**config.mk**
```make
export PLATFORM = sky130hd
export DESIGN_NAME = imem_loader
export DESIGN_NICKNAME = d
export VERILOG_FILES = /design/src/rtl/imem_pkg.sv /design/src/rtl/byte_packer.sv /design/src/rtl/imem_loader.sv
export SDC_FILE = /design/constraint.sdc
export NUM_CORES = 1
export LEC_CHECK = 0
export CORE_MARGIN = 4
export CORE_UTILIZATION = 50
export CTS_BUF_LIST = sky130_fd_sc_hd__clkbuf_4
export DETAILED_ROUTE_END_ITERATION = 7
export HOLD_SLACK_MARGIN = 0.06
export PLACE_DENSITY = 0.82
export SLEW_MARGIN = 0
export SYNTH_ARGS = -nofsm -noshare
export SYNTH_HDL_FRONTEND = slang
export SYNTH_SLANG_ARGS = --single-unit
```
**constraint.sdc**
```tcl
create_clock -name clk -period 5.55 [get_ports clk]
set_clock_uncertainty 0.2 [all_clocks]
set_input_delay 0.555 -clock clk [delete_from_list [all_inputs] [get_ports clk]]
set_output_delay 0.555 -clock clk [all_outputs]
set_load 0.005 [all_outputs]
```
**src/rtl/imem_pkg.sv**
```systemverilog
// Shared instruction-memory definitions: geometry, end-of-program marker and
// the loader state encoding used by the write-side loader.
package imem_pkg;

  localparam int unsigned IMEM_DEPTH  = 64;
  localparam int unsigned IMEM_ADDR_W = 6;
  localparam logic [31:0] IMEM_TERM   = 32'hFFFF_FFFF;

  localparam int unsigned BYTE_W = 8;
  localparam int unsigned WORD_W = 32;

  typedef enum logic [2:0] {
    IDLE,
    ASSEMBLE,
    WRITE,
    TERM,
    DONE
  } loader_state_e;

endpackage

```
**src/rtl/byte_packer.sv**
```systemverilog
// Four-lane big-endian byte packer: lane 0 lands in bits [31:24]; a word is
// complete after lane 3 or after a byte flagged last (lower lanes stay zero).
module byte_packer
  import imem_pkg::*;
(
  input  logic              clk,
  input  logic              rst,
  input  logic              clear,
  input  logic              load,
  input  logic [BYTE_W-1:0] data,
  input  logic              last,
  output logic [WORD_W-1:0] word_c,
  output logic              full_c,
  output logic              last_seen
);

  logic [WORD_W-1:0] word_q;
  logic [1:0]        idx_q;

  // Word as it will look once the byte on the input is taken.
  always_comb begin
    word_c = word_q;
    if (load) begin
      case (idx_q)
        2'd0:    word_c[31:24] = data;
        2'd1:    word_c[23:16] = data;
        2'd2:    word_c[15:8]  = data;
        default: word_c[7:0]   = data;
      endcase
    end
  end

  assign full_c = load && ((idx_q == 2'd3) || last);

  // Clearing to zero between words provides the zero padding of partial words.
  always_ff @(posedge clk or posedge rst) begin
    if (rst) begin
      word_q    <= '0;
      idx_q     <= 2'd0;
      last_seen <= 1'b0;
    end else if (clear) begin
      word_q    <= '0;
      idx_q     <= 2'd0;
      last_seen <= 1'b0;
    end else if (load) begin
      word_q <= word_c;
      idx_q  <= idx_q + 2'd1;
      if (last) begin
        last_seen <= 1'b1;
      end
    end
  end

endmodule

```
**src/rtl/imem_loader.sv**
```systemverilog
// Instruction-memory loader: packs a byte stream into words, writes them from
// address 0, appends the terminator and releases cpu_hold when complete.
// Optional running XOR checksum output enabled by IMEM_LOADER_CSUM_EN.
module imem_loader
  import imem_pkg::*;
#(
  parameter int unsigned ADDR_W    = IMEM_ADDR_W,
  parameter int unsigned DEPTH     = IMEM_DEPTH,
  parameter logic [31:0] TERM_WORD = IMEM_TERM
) (
  input  logic              clk,
  input  logic              rst,
  input  logic              start,
  input  logic [7:0]        in_data,
  input  logic              in_valid,
  input  logic              in_last,
  output logic              in_ready,
  output logic              mem_we,
  output logic [ADDR_W-1:0] mem_waddr,
  output logic [31:0]       mem_wdata,
  output logic [ADDR_W:0]   word_cnt,
  output logic              cpu_hold,
  output logic              done,
  output logic              err_ovf,
  output logic              err_term
`ifdef IMEM_LOADER_CSUM_EN
  ,
  output logic [31:0]       csum
`endif
);

  localparam int unsigned CNT_W = ADDR_W + 1;

  loader_state_e     state_q, state_d;
  logic              mem_we_d;
  logic [ADDR_W-1:0] mem_waddr_d;
  logic [31:0]       mem_wdata_d;
  logic [CNT_W-1:0]  word_cnt_d;
  logic              cpu_hold_d;
  logic              done_d;
  logic              err_ovf_d;
  logic              err_term_d;
`ifdef IMEM_LOADER_CSUM_EN
  logic [31:0]       csum_d;
`endif

  logic              accept;
  logic              pk_clear;
  logic [31:0]       pk_word_c;
  logic              pk_full_c;
  logic              pk_last_seen;

  assign in_ready = (state_q == ASSEMBLE);
  assign accept   = in_valid && in_ready;

  byte_packer u_packer (
    .clk       (clk),
    .rst       (rst),
    .clear     (pk_clear),
    .load      (accept),
    .data      (in_data),
    .last      (in_last),
    .word_c    (pk_word_c),
    .full_c    (pk_full_c),
    .last_seen (pk_last_seen)
  );

  // Next-state and next-output decode; write strobes are staged one cycle ahead.
  always_comb begin
    state_d     = state_q;
    mem_we_d    = 1'b0;
    mem_waddr_d = mem_waddr;
    mem_wdata_d = mem_wdata;
    word_cnt_d  = word_cnt;
    cpu_hold_d  = cpu_hold;
    done_d      = done;
    err_ovf_d   = err_ovf;
    err_term_d  = err_term;
    pk_clear    = 1'b0;
`ifdef IMEM_LOADER_CSUM_EN
    csum_d      = csum;
`endif
    case (state_q)
      IDLE, DONE: begin
        if (start) begin
          state_d    = ASSEMBLE;
          pk_clear   = 1'b1;
          word_cnt_d = '0;
          cpu_hold_d = 1'b1;
          done_d     = 1'b0;
          err_ovf_d  = 1'b0;
          err_term_d = 1'b0;
`ifdef IMEM_LOADER_CSUM_EN
          csum_d     = '0;
`endif
        end
      end
      ASSEMBLE: begin
        if (pk_full_c) begin
          state_d     = WRITE;
          mem_we_d    = 1'b1;
          mem_waddr_d = ADDR_W'(word_cnt);
          mem_wdata_d = pk_word_c;
        end
      end
      WRITE: begin
        pk_clear   = 1'b1;
        word_cnt_d = word_cnt + CNT_W'(1);
        if (mem_wdata == TERM_WORD) begin
          err_term_d = 1'b1;
        end
`ifdef IMEM_LOADER_CSUM_EN
        csum_d = csum ^ mem_wdata;
`endif
        // in_last wins over overflow when both coincide on the final slot.
        if (pk_last_seen || (word_cnt_d == CNT_W'(DEPTH - 1))) begin
          state_d     = TERM;
          mem_we_d    = 1'b1;
          mem_waddr_d = ADDR_W'(word_cnt_d);
          mem_wdata_d = TERM_WORD;
          if (!pk_last_seen) begin
            err_ovf_d = 1'b1;
          end
        end else begin
          state_d = ASSEMBLE;
        end
      end
      TERM: begin
        state_d    = DONE;
        done_d     = 1'b1;
        cpu_hold_d = 1'b0;
      end
      default: begin
        state_d = IDLE;
      end
    endcase
  end

  always_ff @(posedge clk or posedge rst) begin
    if (rst) begin
      state_q   <= IDLE;
      mem_we    <= 1'b0;
      mem_waddr <= '0;
      mem_wdata <= '0;
      word_cnt  <= '0;
      cpu_hold  <= 1'b1;
      done      <= 1'b0;
      err_ovf   <= 1'b0;
      err_term  <= 1'b0;
`ifdef IMEM_LOADER_CSUM_EN
      csum      <= '0;
`endif
    end else begin
      state_q   <= state_d;
      mem_we    <= mem_we_d;
      mem_waddr <= mem_waddr_d;
      mem_wdata <= mem_wdata_d;
      word_cnt  <= word_cnt_d;
      cpu_hold  <= cpu_hold_d;
      done      <= done_d;
      err_ovf   <= err_ovf_d;
      err_term  <= err_term_d;
`ifdef IMEM_LOADER_CSUM_EN
      csum      <= csum_d;
`endif
    end
  end

endmodule

```
# Word level (Yosys, flattened, before mapping)
# Index checks and enable logic that the tools add are counted.
# W data, S select, Z words.
[classes]
muxes = 38
n_addsub = 2
n_reduce_logical = 20
n_eq_ne = 14
[op_table]
columns = ["op", "n"]
rows = [
  ["$mux W32", 5],
  ["$pmux W32 S2", 1],
  ["$eq A32 B32 Y1 const B", 1],
  ["$mux W8", 4],
  ["$pmux W7 S2", 1],
  ["$mux W6", 2],
  ["$pmux W1 S2", 6],
  ["$pmux W3 S4", 1],
  ["$pmux W6 S2", 1],
  ["$mux W1", 11],
  ["$reduce_bool A2 Y1", 5],
  ["$ne A2 B2 Y1 const B", 4],
  ["$reduce_and A2 Y1", 4],
  ["$add A7 B1 Y7 const B", 1],
  ["$eq A7 B6 Y1 const B", 1],
  ["$mux W7", 1],
  ["$eq A3 B2 Y1 const B", 2],
  ["$mux W2", 3],
  ["$mux W3", 2],
  ["$reduce_and A3 Y1", 2],
  ["$eq A2 B2 Y1 const B", 2],
  ["$reduce_and A4 Y1", 1],
  ["$eq A3 B1 Y1 const B", 1],
  ["$eq A3 B3 Y1 const B", 1],
  ["9 further kinds", 11],
]
[word_totals]
wordCells = 86
output_inout_bits = 51
reg_bits = 88

# Logic depth before layout (Yosys ltp)
# Gate-level depths: netlist (run 1).
[depth]
ltp_word = 6
depth_mapped = 10
depth_no_buf = 6

# By module
# A second synthesis (run 1) with hierarchy kept.
[hier_totals]
hier_cells = 437
hier_area_um2 = 4625.7
[by_module_without_submodules]
columns = ["module", "n_inst", "area_each_um2", "seq_area_each_um2", "cells_each"]
rows = [
  ["imem_loader", 1, 2587.5, 1327.5, 269],
  ["byte_packer", 1, 2038.2, 875.8, 168],
]

# Worst setup path before layout (run 1)
# Ideal clock, no wire load.
[synth_timing]
path_kind = "register to register"
startpoint = "register word_cnt[1]"
endpoint = "register mem_wdata[4]"
n_path_buf = 2
setup_time_ps = 127
required_time_ps = 5223
arrival_time_ps = 2079
stages_incl_launch_ff = 9
synth_period_minus_slack_ps = 2407
setup_slack_ps = 3143
path_cell_list = "dfrtp_1 -> ha_1 -> xnor2_1 -> a41oi_1 -> a211oi_1 -> a211oi_2 -> buf_4 -> buf_6 -> mux2_1"
[synth_between]
elab_chain_len = 5
[synth_rtl]
columns = ["item", "line", "rtl"]
rows = [
  ["start, declared", "imem_loader.sv:21", "output logic [ADDR_W:0] word_cnt,"],
  ["start signal, assigned", "imem_loader.sv:158", "word_cnt <= word_cnt_d;"],
  ["$add A7 B1 Y7", "imem_loader.sv:108", "word_cnt_d = word_cnt + CNT_W'(1);"],
  ["$eq A7 B6 Y1", "imem_loader.sv:116", "if (pk_last_seen || (word_cnt_d == CNT_W'(DEPTH - 1))) begin"],
  ["$logic_or A1 B1 Y1", "imem_loader.sv:116", ""],
  ["$ne A2 B2 Y1 (no source line)", "--", ""],
  ["$reduce_and A3 Y1 (no source line)", "--", ""],
  ["end signal, assigned", "imem_loader.sv:157", "mem_wdata <= mem_wdata_d;"],
  ["end, declared", "imem_loader.sv:20", "output logic [31:0] mem_wdata,"],
]
# No other way between the ends.
# A chain may end at the register's enable or synchronous reset.

# Final worst setup path (run 1)
[layout_timing]
startpoint = "register state_q[1]"
endpoint = "register mem_wdata[21]"
[layout_between]
elab_chain_len = 5
[layout_rtl]
columns = ["item", "line", "rtl"]
rows = [
  ["start, declared", "imem_loader.sv:34", "loader_state_e state_q, state_d;"],
  ["start signal, assigned", "imem_loader.sv:154", "state_q <= state_d;"],
  ["$eq A3 B1 Y1", "imem_loader.sv:53, imem_loader.sv:83", ""],
  ["$logic_and A1 B1 Y1", "imem_loader.sv:54", "assign accept = in_valid && in_ready;"],
  ["$mux W32 or $logic_and A1 B1 Y1 (tied branches)", "byte_packer.sv:23, byte_packer.sv:33", ""],
  ["$mux W32 or $ne A2 B1 Y1 (tied branches)", "--", ""],
  ["$pmux W32 S2 or $reduce_and A3 Y1 (tied branches)", "--", ""],
]
# Parallel ways exist; a longest one is shown, timed or not. The select of a mux whose other input is x is not followed.

==> results of run 1 <==
==> power breakdown <==
group	switching, mW	internal [mW]	leakage, nW
Sequential	0.140	0.833	1.19
Combinational	0.372	0.395	1.21
Clock	0.238	0.147	0.0799
==> flip-flops by register name, indices dropped and copies added (netlist names) <==
signal / cells
state_q: 3
err_term: 1
word_cnt: 7
mem_waddr: 6
u_packer.word_q: 32
cpu_hold: 1
u_packer.last_seen: 1
done: 1
err_ovf: 1
mem_wdata: 32
u_packer.idx_q: 2
mem_we: 1
==> critical path: stages (launching register included) <==
cell and delay, ns:
dfrtp_1 0.51, inv_2 0.07, or3_1 0.76, inv_2 0.53
nor2_1 0.17, a211oi_4 0.17, buf_4 0.44, mux2_2 0.39
==> per-layer routing <==
metal / track usage / up-vias / wire length (um) / part of all wire
li1: - / 1558 / - / -
met1: 0.270 / 1617 / 3960 / 0.43
met2: 0.317 / 120 / 4450 / 0.48
met3: 0.0297 / 23 / 578 / 0.063
met4: 0.0704 / 0 / 206 / 0.022
met5: 0 / - / 0 / 0
==> layout by cell type, fill, tap and decap left out, types with 2 or more instances in the layout <==
master	n
inv_1	8
buf_4	2
nand4_1	9
mux2_2	31
inv_6	4
nor3_1	3
nor2_1	13
nand2b_1	2
clkbuf_4	9
clkdlybuf4s50_1	63
mux2_1	8
a32o_1	2
inv_2	2
xnor2_1	5
nand2_1	144
dfrtp_1	87
o21ai_0	17
a211oi_1	2
nand3_1	17
and2_1	5
ha_1	7
or4_1	2
a21oi_1	25
and3_1	4
==> cell families after synthesis <==
family / Yosys count / synth area share
simple gates: 204 / 0.212
flops: 88 / 0.537
compound gates: 53 / 0.0748
mux: 40 / 0.110
buf+inv: 30 / 0.0317
fa+ha+maj: 7 / 0.0214
xor+xnor: 6 / 0.0128
==> metrics by stage <==
stage / total power, mW / utilization
floorplan: 1.40 / -
global placement: 1.72 / 0.611
detailed placement: 1.76 / 0.611
CTS: 2.14 / 0.630
global route: 2.28 / 0.630
finish: 2.13 / 0.630
==> path summary, 6_finish.rpt <==
path                                                      start                               to  slack [ns]
worst max-delay path                     state_q[1]$_DFFE_PP0P_        mem_wdata[21]$_DFFE_PP0P_        2.18
worst min-delay path            u_packer.word_q[29]$_DFFE_PP0P_  u_packer.word_q[29]$_DFFE_PP0P_        0.29
worst max register to register           state_q[1]$_DFFE_PP0P_        mem_wdata[21]$_DFFE_PP0P_        2.18
worst min register to register  u_packer.word_q[29]$_DFFE_PP0P_  u_packer.word_q[29]$_DFFE_PP0P_        0.29
max in group asynchronous                                   rst  u_packer.word_q[28]$_DFFE_PP0P_        3.80
min in group asynchronous                                   rst  u_packer.word_q[24]$_DFFE_PP0P_        0.34
==> final cells by class <==
type / instances / area, um2
inverter: 11 / 42.5
tap: 102 / 128
fill: 660 / 2900
sequential: 88 / 2200
clock inverter: 7 / 83.8
multi-input combinational: 310 / 1770
clock buffer: 9 / 67.6
timing repair buffer: 65 / 646
==> metrics.md, run 1 <==
| Metric | Value |
|---|---|
| DRT Wirelength | `9.20 mm` |
| Cells after Synth | `428` |
| Pin count of the biggest net entering global routing | `46` |
| Vias in the first global route | `3,214` |
| CP Launch Type | `flop` |
| Setup TNS | `0 ns` |
| Avg WL per Cell | `15.5 um` |
| Total CTS buffers | `9` |
| Post-route setup slack | `2.18 ns` |
| CTS clk-pin slew, worst paths | `0.14 ns` |
| Post-cts hold buffer count | `0` |
| Final ANT Viol Nets | `0` |
| Worst Setup End Kind | `flop` |
| CP max FO | `39` |
| TritonRoute pass-1 iters | `5` |
| Slew headroom | `0.309` |
| Top area cells in the synthesized netlist | `dfrtp_1, nand2_1, mux2_2` |
| Worst slack, placed | `2.19 ns` |
| Die width | `98.6 um` |
| Ys async rst share | `1.00` |
| Hold depth | `2` |
| R2R depth | `7` |
| Port bufs | `63` |
| RD Place Congestion | `0.836` |
| Remaining DRCs | `0` |
| WP data required | `5.67 ns` |
| Post-synth cell types | `39` |
| DR vias | `3,318` |
| Clock latency on the worst-skew pair | `0.43 ns` |
| Clk root buf | `clkbuf_4` |
| Vias/cell | `5.60` |
| Die area | `9710 um2` |
| Design area | `4940 um2` |
| Fin nets | `505` |
| Final number of hold-violating endpoints | `0` |
| Syn_nets | `448` |
| Fin. max-slew vios | `0` |
| Core area | `7850 um2` |
| CTS tree | `yes` |
| Setup CP Type | `flop to flop` |
| Area grow syn2layout | `20.6%` |
| Clk buf depth | `2` |
| Most common cell in the netlist | `nand2_1` |
| Critical Path AT | `3.49 ns` |
| H-tree depth | `3` |
| Synth warn | `0` |
| Layout Cells excl Fill | `592` |
| Total track usage | `0.196` |
| Hold slack | `0.292 ns` |
| CTS sink count | `88` |
| ANT cells | `0` |
| Inst Count DP | `576` |
| Area leader, netlist | `dfrtp_1` |
| Top-area cell type share of the netlist area | `0.531` |
| Share of post-route cells with drive strength above 1 | `0.112` |
| Initial antenna violation count | `0` |
| DP HPWL | `6.55 mm` |
| Minimum clock period | `3.37 ns` |
| Synth cell count leaders | `nand2_1, dfrtp_1, mux2_2, a21oi_1` |
| Max-cap viol count | `0` |
| Fmax | `0.296 GHz` |
| Core Rows | `32` |
| Max VDD drop | `0.204 mV` |
| Overflow after GRT | `0` |
| Post-CTS Resized | `0` |
| Period utilisation layout | `0.608` |
| Slew @ Worst Pin | `1.04 ns` |
| Die Span Y | `98.6 um` |
| First-pass GRT wire length | `15.4 mm` |
| Most used DFF post-synth | `dfrtp_1` |
| Initial DRC count | `191` |
| Leakage | `2.48 nW` |
| Power per cell area | `430 nW/um2` |
| Syn Std Cell Area | `4100 um2` |
| Initial Util | `0.522` |
| Status | `complete, no violations` |
| I/O pin cnt | `64` |
| Seq/Total Area, Yosys | `0.537` |
| Number of enable flip-flop cells after synthesis | `0` |
| RSZ-0062 raised after global routing | `false` |
| DP Area | `4790 um2` |
| Final setup viols | `0` |
| Avg Synthesized Cell Area | `9.58 um2` |
| #FFs+latches synth | `88` |
| Hold Path Class | `flop to flop` |
| Setup Fix Bufs, Post-CTS | `0` |
(Power assumes the default switching activity.)
==> inputs of run 2 (changes only) <==
==> constraint.sdc (replaced) <==
create_clock -name clk -period 3.12 [get_ports clk]
set_clock_uncertainty 0.2 [all_clocks]
set_input_delay 0.312 -clock clk [delete_from_list [all_inputs] [get_ports clk]]
set_output_delay 0.312 -clock clk [all_outputs]
set_load 0.005 [all_outputs]
==> run 2 against run 1 <==
  * Via count is 0.63% lower
  * Non-clock buffer count is 3 higher
  * Combinational power is 81% higher
  * Utilization is 0.43 points higher
  * Sequential share of layout area is 0.30 points lower
  * Flip-flop and latch count stayed put
  * Largest cell class unchanged
  * Power is 77% higher
  * Final area is 0.68% higher
  * First-iteration DRC count is 4.2% lower
  * Fmax is 22% higher
  * Register-to-register slack worse by 1.8 ns
  * Hold slack worse by 0.22 ns
==> metrics.md, run 2 (synthesized netlist as in run 1, its figures left out) <==
| Metric | Value |
|---|---|
| Status | `complete, no violations` |
| CP Launch Type | `flop` |
| Area grow syn2layout | `21.4%` |
| CTS tree | `yes` |
| Max-cap viol count | `0` |
| Port bufs | `63` |
| Layout Cells excl Fill | `595` |
| Hold Path Class | `primary input to asynchronous set/reset pin` |
| Most frequent cells in the layout | `nand2_1, dfrtp_1, clkdlybuf4s50_1` |
| Post-cts hold buffer count | `0` |
| Initial Util | `0.522` |
| Worst path max stage delay | `0.57 ns` |
| Power Total | `3.76 mW` |
| Period utilisation layout | `0.888` |
| Cells along the critical path | `ha_1 > xnor2_1 > a41oi_1 > a211oi_1 > a211oi_4 > buf_12 > mux2_2` |
| Critical Path AT | `2.88 ns` |
| CP max FO | `39` |
| Die area | `9710 um2` |
| Initial DRC count | `183` |
| Total track usage | `0.201` |
| Regs by FF count | `mem_wdata x32, u_packer.word_q x32, word_cnt x7` |
| Minimum clock period | `2.77 ns` |
| RD Place Congestion | `0.861` |
| RSZ-0062 raised after global routing | `false` |
| I/O pin cnt | `64` |
| Most common cell after layout, fill and taps aside | `nand2_1` |
| Slew headroom | `0.543` |
| Share of post-route cells with drive strength above 1 | `0.114` |
| Design area | `4980 um2` |
| Setup TNS | `0 ns` |
| DP HPWL | `6.80 mm` |
| Fmax | `0.361 GHz` |
| Die width | `98.6 um` |
| R2R Setup Slk | `0.35 ns` |
| Die Span Y | `98.6 um` |
| Fillers | `664` |
| Hold slack | `0.0704 ns` |
| CTS sink count | `88` |
| Leakage | `2.49 nW` |
| Inst Count DP | `579` |
| Vias/cell | `5.54` |
| Pin count of the biggest net entering global routing | `50` |
| First-pass GRT wire length | `15.7 mm` |
| Final number of hold-violating endpoints | `0` |
| CTS clk-pin slew, worst paths | `0.14 ns` |
| Setup CP Type | `flop to flop` |
| Overflow after GRT | `0` |
| Final ANT Viol Nets | `0` |
| DRT Wirelength | `9.41 mm` |
| Worst Setup End Kind | `flop` |
| Clock latency on the worst-skew pair | `0.43 ns` |
| H-tree depth | `3` |
| Fin. max-slew vios | `0` |
| Clk buf depth | `2` |
| R2R depth | `7` |
| Power per cell area | `756 nW/um2` |
| Final setup viols | `0` |
| ANT cells | `0` |
| Core Rows | `32` |
| Post-Route Utilization | `0.634` |
| Vias in the first global route | `3,266` |
| WP data required | `3.23 ns` |
| Worst slack, placed | `0.402 ns` |
| Remaining DRCs | `0` |
| Initial antenna violation count | `0` |
| Core area | `7850 um2` |
| Total CTS buffers | `9` |
| Slew @ Worst Pin | `0.685 ns` |
| Avg WL per Cell | `15.8 um` |
| DR vias | `3,297` |
| Max VDD drop | `0.336 mV` |
| Post-CTS Resized | `0` |
| Fin nets | `508` |
| Clk root buf | `clkbuf_4` |
| Crit-path slowest cell | `dfrtp_1` |
| DP Area | `4840 um2` |
| Post-route setup slack | `0.350 ns` |
| TritonRoute pass-1 iters | `4` |
| Setup Fix Bufs, Post-CTS | `0` |
-- run 2: cell count changes in the layout (fill, tap and decap cells not counted), sizes merged --
| cell | delta |
|---|---|
| inv | -4 |
| buf | +3 |
| clkinv | +3 |
| clkinvlp | +1 |
-- run 2: final cells by class --
type | instances | area [um2] | area share
clock buffer | 9 | 67.6 | 0.0136
clock inverter | 7 | 70.1 | 0.0141
inverter | 11 | 42.5 | 0.00854
multi-input combinational | 310 | 1770 | 0.356
sequential | 88 | 2200 | 0.443
tap | 102 | 128 | 0.0256
timing repair buffer | 68 | 693 | 0.139
-- run 2: worst paths after layout --
path / startpoint / end
setup / recovery: word_cnt[1]$_DFFE_PP0P_ / mem_wdata[20]$_DFFE_PP0P_
hold / removal: rst / word_cnt[1]$_DFFE_PP0P_
setup reg to reg: word_cnt[1]$_DFFE_PP0P_ / mem_wdata[20]$_DFFE_PP0P_
hold reg to reg: u_packer.word_q[2]$_DFFE_PP0P_ / u_packer.word_q[2]$_DFFE_PP0P_
max in group asynchronous: rst / mem_wdata[20]$_DFFE_PP0P_
min in group clk: u_packer.word_q[2]$_DFFE_PP0P_ / u_packer.word_q[2]$_DFFE_PP0P_
-- run 2: routing by layer --
| metal | global-route usage | up-vias | share of wire |
|---|---|---|---|
| met5 | 0 | - | 0 |
| met4 | 0.0599 | 0 | 0.019 |
| met3 | 0.0517 | 17 | 0.076 |
| met2 | 0.323 | 115 | 0.49 |
| met1 | 0.269 | 1600 | 0.42 |
| li1 | - | 1565 | - |
-- run 2: worst max-delay path: cells and delay by family (launching register included) --
family                     cells  cell delay (ns)
AOI/OAI and AO/OA              3             0.78
DFF                            1             0.57
adders and majority gates      1             0.37
muxes                          1             0.36
buffers and inverters          1             0.27
xor gates and xnor gates       1             0.10
-- run 2: report_power, final --
| group | switching, mW | internal, mW | total, mW | leakage, nW |
|---|---|---|---|---|
| registers | 0.249 | 1.48 | 1.73 | 1.19 |
| clock network | 0.395 | 0.243 | 0.638 | 0.0676 |
| logic | 0.672 | 0.720 | 1.39 | 1.23 |
| total | 1.32 | 2.45 | 3.76 | 2.49 |
==> edit 1, RTL diff (settings of run 2) <==
Encoding of `loader_state_e`: now one-hot (5 bits for 5 states).
--- a/src/rtl/imem_pkg.sv
+++ b/src/rtl/imem_pkg.sv
@@ -10,10 +10,10 @@
   localparam int unsigned WORD_W = 32;
 
-  typedef enum logic [2:0] {
-    IDLE,
-    ASSEMBLE,
-    WRITE,
-    TERM,
-    DONE
+  typedef enum logic [4:0] {
+    IDLE     = 5'b00001,
+    ASSEMBLE = 5'b00010,
+    WRITE    = 5'b00100,
+    TERM     = 5'b01000,
+    DONE     = 5'b10000
   } loader_state_e;
 
Behaviour: no difference found for any inputs over 4 cycles, from zero or initial values and one cycle with rst high; so few cycles prove little.
==> edit 1 against run 2 <==
  * Routed wire length increased by 3.8%
  * Final area up 4.0%
  * Non-clock buffer count down 1
  * Count of clock-buffer cells in the layout is the same
  * Power shrank 1.1%
  * Setup slack worse by 13 ps
  * Area after synthesis is 7.3% higher
  * Synthesized cell count shrank 0.70%
  * Sequential cell count rose by 2
==> edit 1: results (changes against run 2) <==
status: finished, final reports clean
DR iter-0 viols: 238 (+30%)
Setup Buffers After CTS: 0 (unchanged)
Hold WC Path Type: in2async
Final HPWL DP: 6560 um (-3.5%)
initial antenna violation count: 0 (unchanged)
WL per Instance: 17.0 um (+7.6%)
met2 wire length: 4790 um (+4.0%)
met3 wire length: 390 um (-46%)
vias in the first global route: 3321 (+1.7%)
Synth Warn #: 0 (unchanged)
Synth cell types: 52 (+33%)
CTS clk-pin slew, worst paths: 150 ps
worst reg-to-reg setup slack: 340 ps
Critical Path AT: 2950 ps (+70 ps)
CTS Buffer Depth: 2 (unchanged)
LEAKAGE: 2.16 nW (-13%)
Num CTS Buffers: 9 (unchanged)
drt via density: 5.75 (+3.8%)
worst-margin pin slew: 762 ps (+76.4 ps)
largest net degree at the start of global routing: 51 (+2.0%)
GRT Overall Usage: 20.3% (+0.23 points)
layout cell share with drive strength beyond 1: 8.96% (-2.4 points)
Final nets: 485 (-4.5%)
Top Registers: mem_wdata x32, u_packer.word_q x32, word_cnt x7
Commonest cells post-synth: dfrtp_1 (88), nand2_1 (78), o21ai_0 (40)
worst skew pair latency: 450 ps (+20 ps)
met1 wire length: 4320 um (+11%)
CP Max Fanout: 34 (-13%)
Placed Area: 0.00504 mm2 (+4.2%)
worst hold slack: 86.2 ps (+15.8 ps)
Peak VDD IR: 364 uV (+8.2%)
number of diodes: 0 (unchanged)
Final GP Congestion: 0.844 (-1.9%)
Gates resized, CTS repair: 0 (unchanged)
Synth async-reset ratio: 100% (unchanged)
Seq/Total Area, Yosys: 51.2% (-2.5 points)
Top Metal Used: met4
first-pass GRT wire length: 16500 um (+5.2%)
syn_nets: 446 (-0.45%)
Clk Tree Root Cell: clkbuf_4
fill count: 688 (+3.6%)
CTS HTree Levels: 3 (unchanged)
synth top area cells: dfrtp_1 (50%), mux2i_1 (7.5%), nand2_1 (6.7%)
[edit 1: cell types whose count changed after synthesis, sizes merged, moves of 4 or more]
| cell | change |
|---|---|
| mux2i | +32 |
| a21oi | -19 |
| nor4 | +4 |
| buf | +10 |
| mux2 | -32 |
| nand2 | -66 |
| clkbuf | +10 |
| o21ai | +29 |
| a2bb2oi | +33 |
| nand3 | -10 |
[edit 1: final timing paths]
path | startpoint | endpoint | cells after the start
worst max-delay path | word_cnt[0] | mem_wdata[4] | 7
worst min-delay path | rst | done | 2
worst max register to register | word_cnt[0] | mem_wdata[4] | 7
worst min register to register | err_term | err_term | 1
max in group asynchronous | rst | u_packer.word_q[30] | 3
min in group clk | err_term | err_term | 1
[edit 1: routing by layer]
| layer | up-vias | global-route usage, % |
|---|---|---|
| li1 | 1568 | - |
| met1 | 1634 | 27.4 |
| met2 | 76 | 32.7 |
| met3 | 22 | 3.21 |
| met4 | 0 | 8.78 |
| met5 | - | 0 |
[edit 1: final cells by class]
class | instances | share of cell area, %
Clock buffer | 9 | 1.30
Clock inverter | 7 | 1.30
Inverter | 11 | 0.821
Multi-Input combinational cell | 285 | 37.3
Sequential cell | 90 | 43.5
Tap cell | 105 | 2.54
Timing Repair Buffer | 67 | 13.2
[edit 1: power by group]
part,internal [mW],switching [mW],total [mW]
Clock,0.183,0.435,0.618
Sequential,1.48,0.289,1.76
Combinational,0.797,0.543,1.34
[edit 1: metrics by stage]
step                worst slack [ps]  std cells  utilization, %
floorplan                        276        425               -
global placement                 464        558            60.2
detailed placement               342        558            60.2
CTS                              325        574            61.8
global route                     183        574            61.8
finish                           338        574            61.8
[edit 1: critical path: stages, from the launching register on]
cell and delay (ps):
dfrtp_1 490, ha_1 330, nand4bb_1 240, o2bb2a_4 210, a221o_1 370, a22oi_2 380
buf_12 270, a2bb2oi_1 200
[edit 1: cells by family after synthesis]
| logic type | synth area share, % |
|---|---|
| compound gates | 17.4 |
| buf+inv | 5.00 |
| flops | 51.2 |
| simple gates | 13.8 |
| xor+xnor | 0.995 |
| mux | 9.30 |
| fa+ha+maj | 2.27 |
==> edit 2, RTL diff (flow settings as in run 2) <==
Without the edit above. Build with the macro `IMEM_LOADER_CSUM_EN` defined.
--- a/src/rtl/imem_loader.sv
+++ b/src/rtl/imem_loader.sv
@@ -2,4 +2,6 @@
 // address 0, appends the terminator and releases cpu_hold when complete.
 // Optional running XOR checksum output enabled by IMEM_LOADER_CSUM_EN.
+`define IMEM_LOADER_CSUM_EN
+
 module imem_loader
   import imem_pkg::*;
Behaviour (old outputs only; new: csum): unchanged (Yosys induction, for registers that start in step).
==> edit 2 against run 2 <==
  * Routed wire length rose by 41%
  * Power rose by 70%
  * Non-clock buffer count rose by 42
  * Final area rose by 36%
  * Cell count rose by 20%
  * Combinational power rose by 81%
  * Area after synthesis rose by 31%
  * Sequential cell count rose by 32
  * Die area rose by 29%
  * Sequential power rose by 61%
  * Setup slack got worse by 84 ps
  * Critical endpoint is now mem_wdata[2]
  * Largest cell class unchanged
==> edit 2: results (changes against run 2) <==
drt total wl: 13300 um (+41%)
Peak VDD IR: 479 uV (+42%)
worst-margin pin slew: 701 ps (+15.8 ps)
CP Max Fanout: 24 (-38%)
status: finished, final reports clean
PortBufs: 95 (+51%)
layout cell share with drive strength beyond 1: 11.7% (+0.39 points)
Syn Inst Count: 472 (+10%)
GRT Overall Usage: 22.2% (+2.1 points)
Top Registers: csum x32, mem_wdata x32, u_packer.word_q x32
first-pass GRT wire length: 22300 um (+42%)
CTS clk-pin slew, worst paths: 110 ps (-30 ps)
xor/xnor share of the synthesized area: 0.814% (-0.47 points)
Layout Cells excl Fill: 716 (+20%)
Final nets: 586 (+15%)
Num CTS Buffers: 17 (+8)
CTS HTree Levels: 4 (+1)
Commonest cells post-synth: dfrtp_1 (119), nand2_1 (50), o21ai_0 (42)
LEAKAGE: 2.82 nW (+13%)
Final HPWL DP: 9220 um (+36%)
syn_nets: 492 (+9.8%)
synth top area cells: dfrtp_1 (55%), mux2i_1 (6.3%), a22o_1 (5.4%)
Synth cell types: 44 (+13%)
Final GP Congestion: 0.887 (+3.0%)
Critical Path AT: 3090 ps (+210 ps)
DP Cell Count: 682 (+18%)
DR iter-0 viols: 300 (+64%)
Hold WC Path Type: in2reg
drt via density: 5.85 (+5.6%)
post-synthesis adder-cell area fraction: 1.63% (-0.51 points)
## edit 2: cell types whose count changed after synthesis, moves of 5 or more
cell	change
a21oi_1	-18
mux2_1	-8
nand3_1	+17
a22o_1	+32
dfrtp_1	+32
mux2_2	-24
nor2_1	-5
buf_2	+10
a2bb2oi_2	+10
a2bb2oi_1	+22
mux2i_1	+33
o21ai_0	+25
nand2_1	-94
## edit 2: stage by stage
stage | setup slack [ps] | utilization (%) | hold WS, ps | power, mW
after global routing | 2.37 | 64.8 | 299 | 6.83
after CTS | 213 | 64.8 | 238 | 6.45
after floorplan | 658 | - | 260 | 3.93
after global placement | 401 | 62.0 | 271 | 5.20
final | 266 | 64.8 | 272 | 6.41
after detailed placement | 252 | 62.0 | 280 | 5.33
## edit 2: area by class of cell
cell class	count	area, um2
diodes	1	2.50
clock buffers	17	128
clock inverters	15	151
fillers	810	3660
inverters	11	45.0
multi-input cells	306	2160
flip-flops and latches	120	3000
well taps	136	170
repair buffers	110	1090
## edit 2: layer usage
| layer | wire length [um] | share of wire, % | GRT usage, % |
|---|---|---|---|
| met1 | 5720 | 43 | 29.8 |
| met2 | 6660 | 50 | 35.8 |
| met3 | 654 | 4.9 | 4.51 |
| met4 | 265 | 2.0 | 8.27 |
| met5 | 0 | 0 | 0 |
## edit 2: worst max-delay path, cell delays in order, from the launching register on
cell	delay, ps
dfrtp_1	500
ha_1	380
nand3_1	170
o21ai_0	280
o311ai_1	240
a311oi_4	550
buf_12	260
a2bb2oi_1	180
## edit 2: final timing paths
check	startpoint	endpoint	slack [ps]	cells past startpoint
max	word_cnt[1]	mem_wdata[2]	270	7
min	in_last	u_packer.last_seen	270	3
max reg2reg	word_cnt[1]	mem_wdata[2]	270	7
min reg2reg	csum[28]	csum[28]	290	1
max in group asynchronous	rst	u_packer.idx_q[1]	1390	4
min in group asynchronous	rst	err_ovf	480	3
## edit 2: where the power goes
group	internal [mW]	leakage, nW	switching (mW)	total (mW)
sequential	2.18	1.57	0.599	2.78
clock	0.477	0.140	0.622	1.10
combinational	1.48	1.11	1.04	2.52
## edit 2: repair_timing
action	4_1_cts	5_1_grt
setup buffers	0	0
hold endpoints to repair	12	0
setup endpoints to repair	0	23
hold buffers	1	0
## edit 2: logic make-up after synthesis
family / count (synthesis)
multiplexers: 41
AND/OR/NAND/NOR: 127
adder cells (fa/ha/maj): 7
buffers and inverters: 46
XOR/XNOR: 5
AO/OA/AOI/OAI: 126
flip-flops: 120
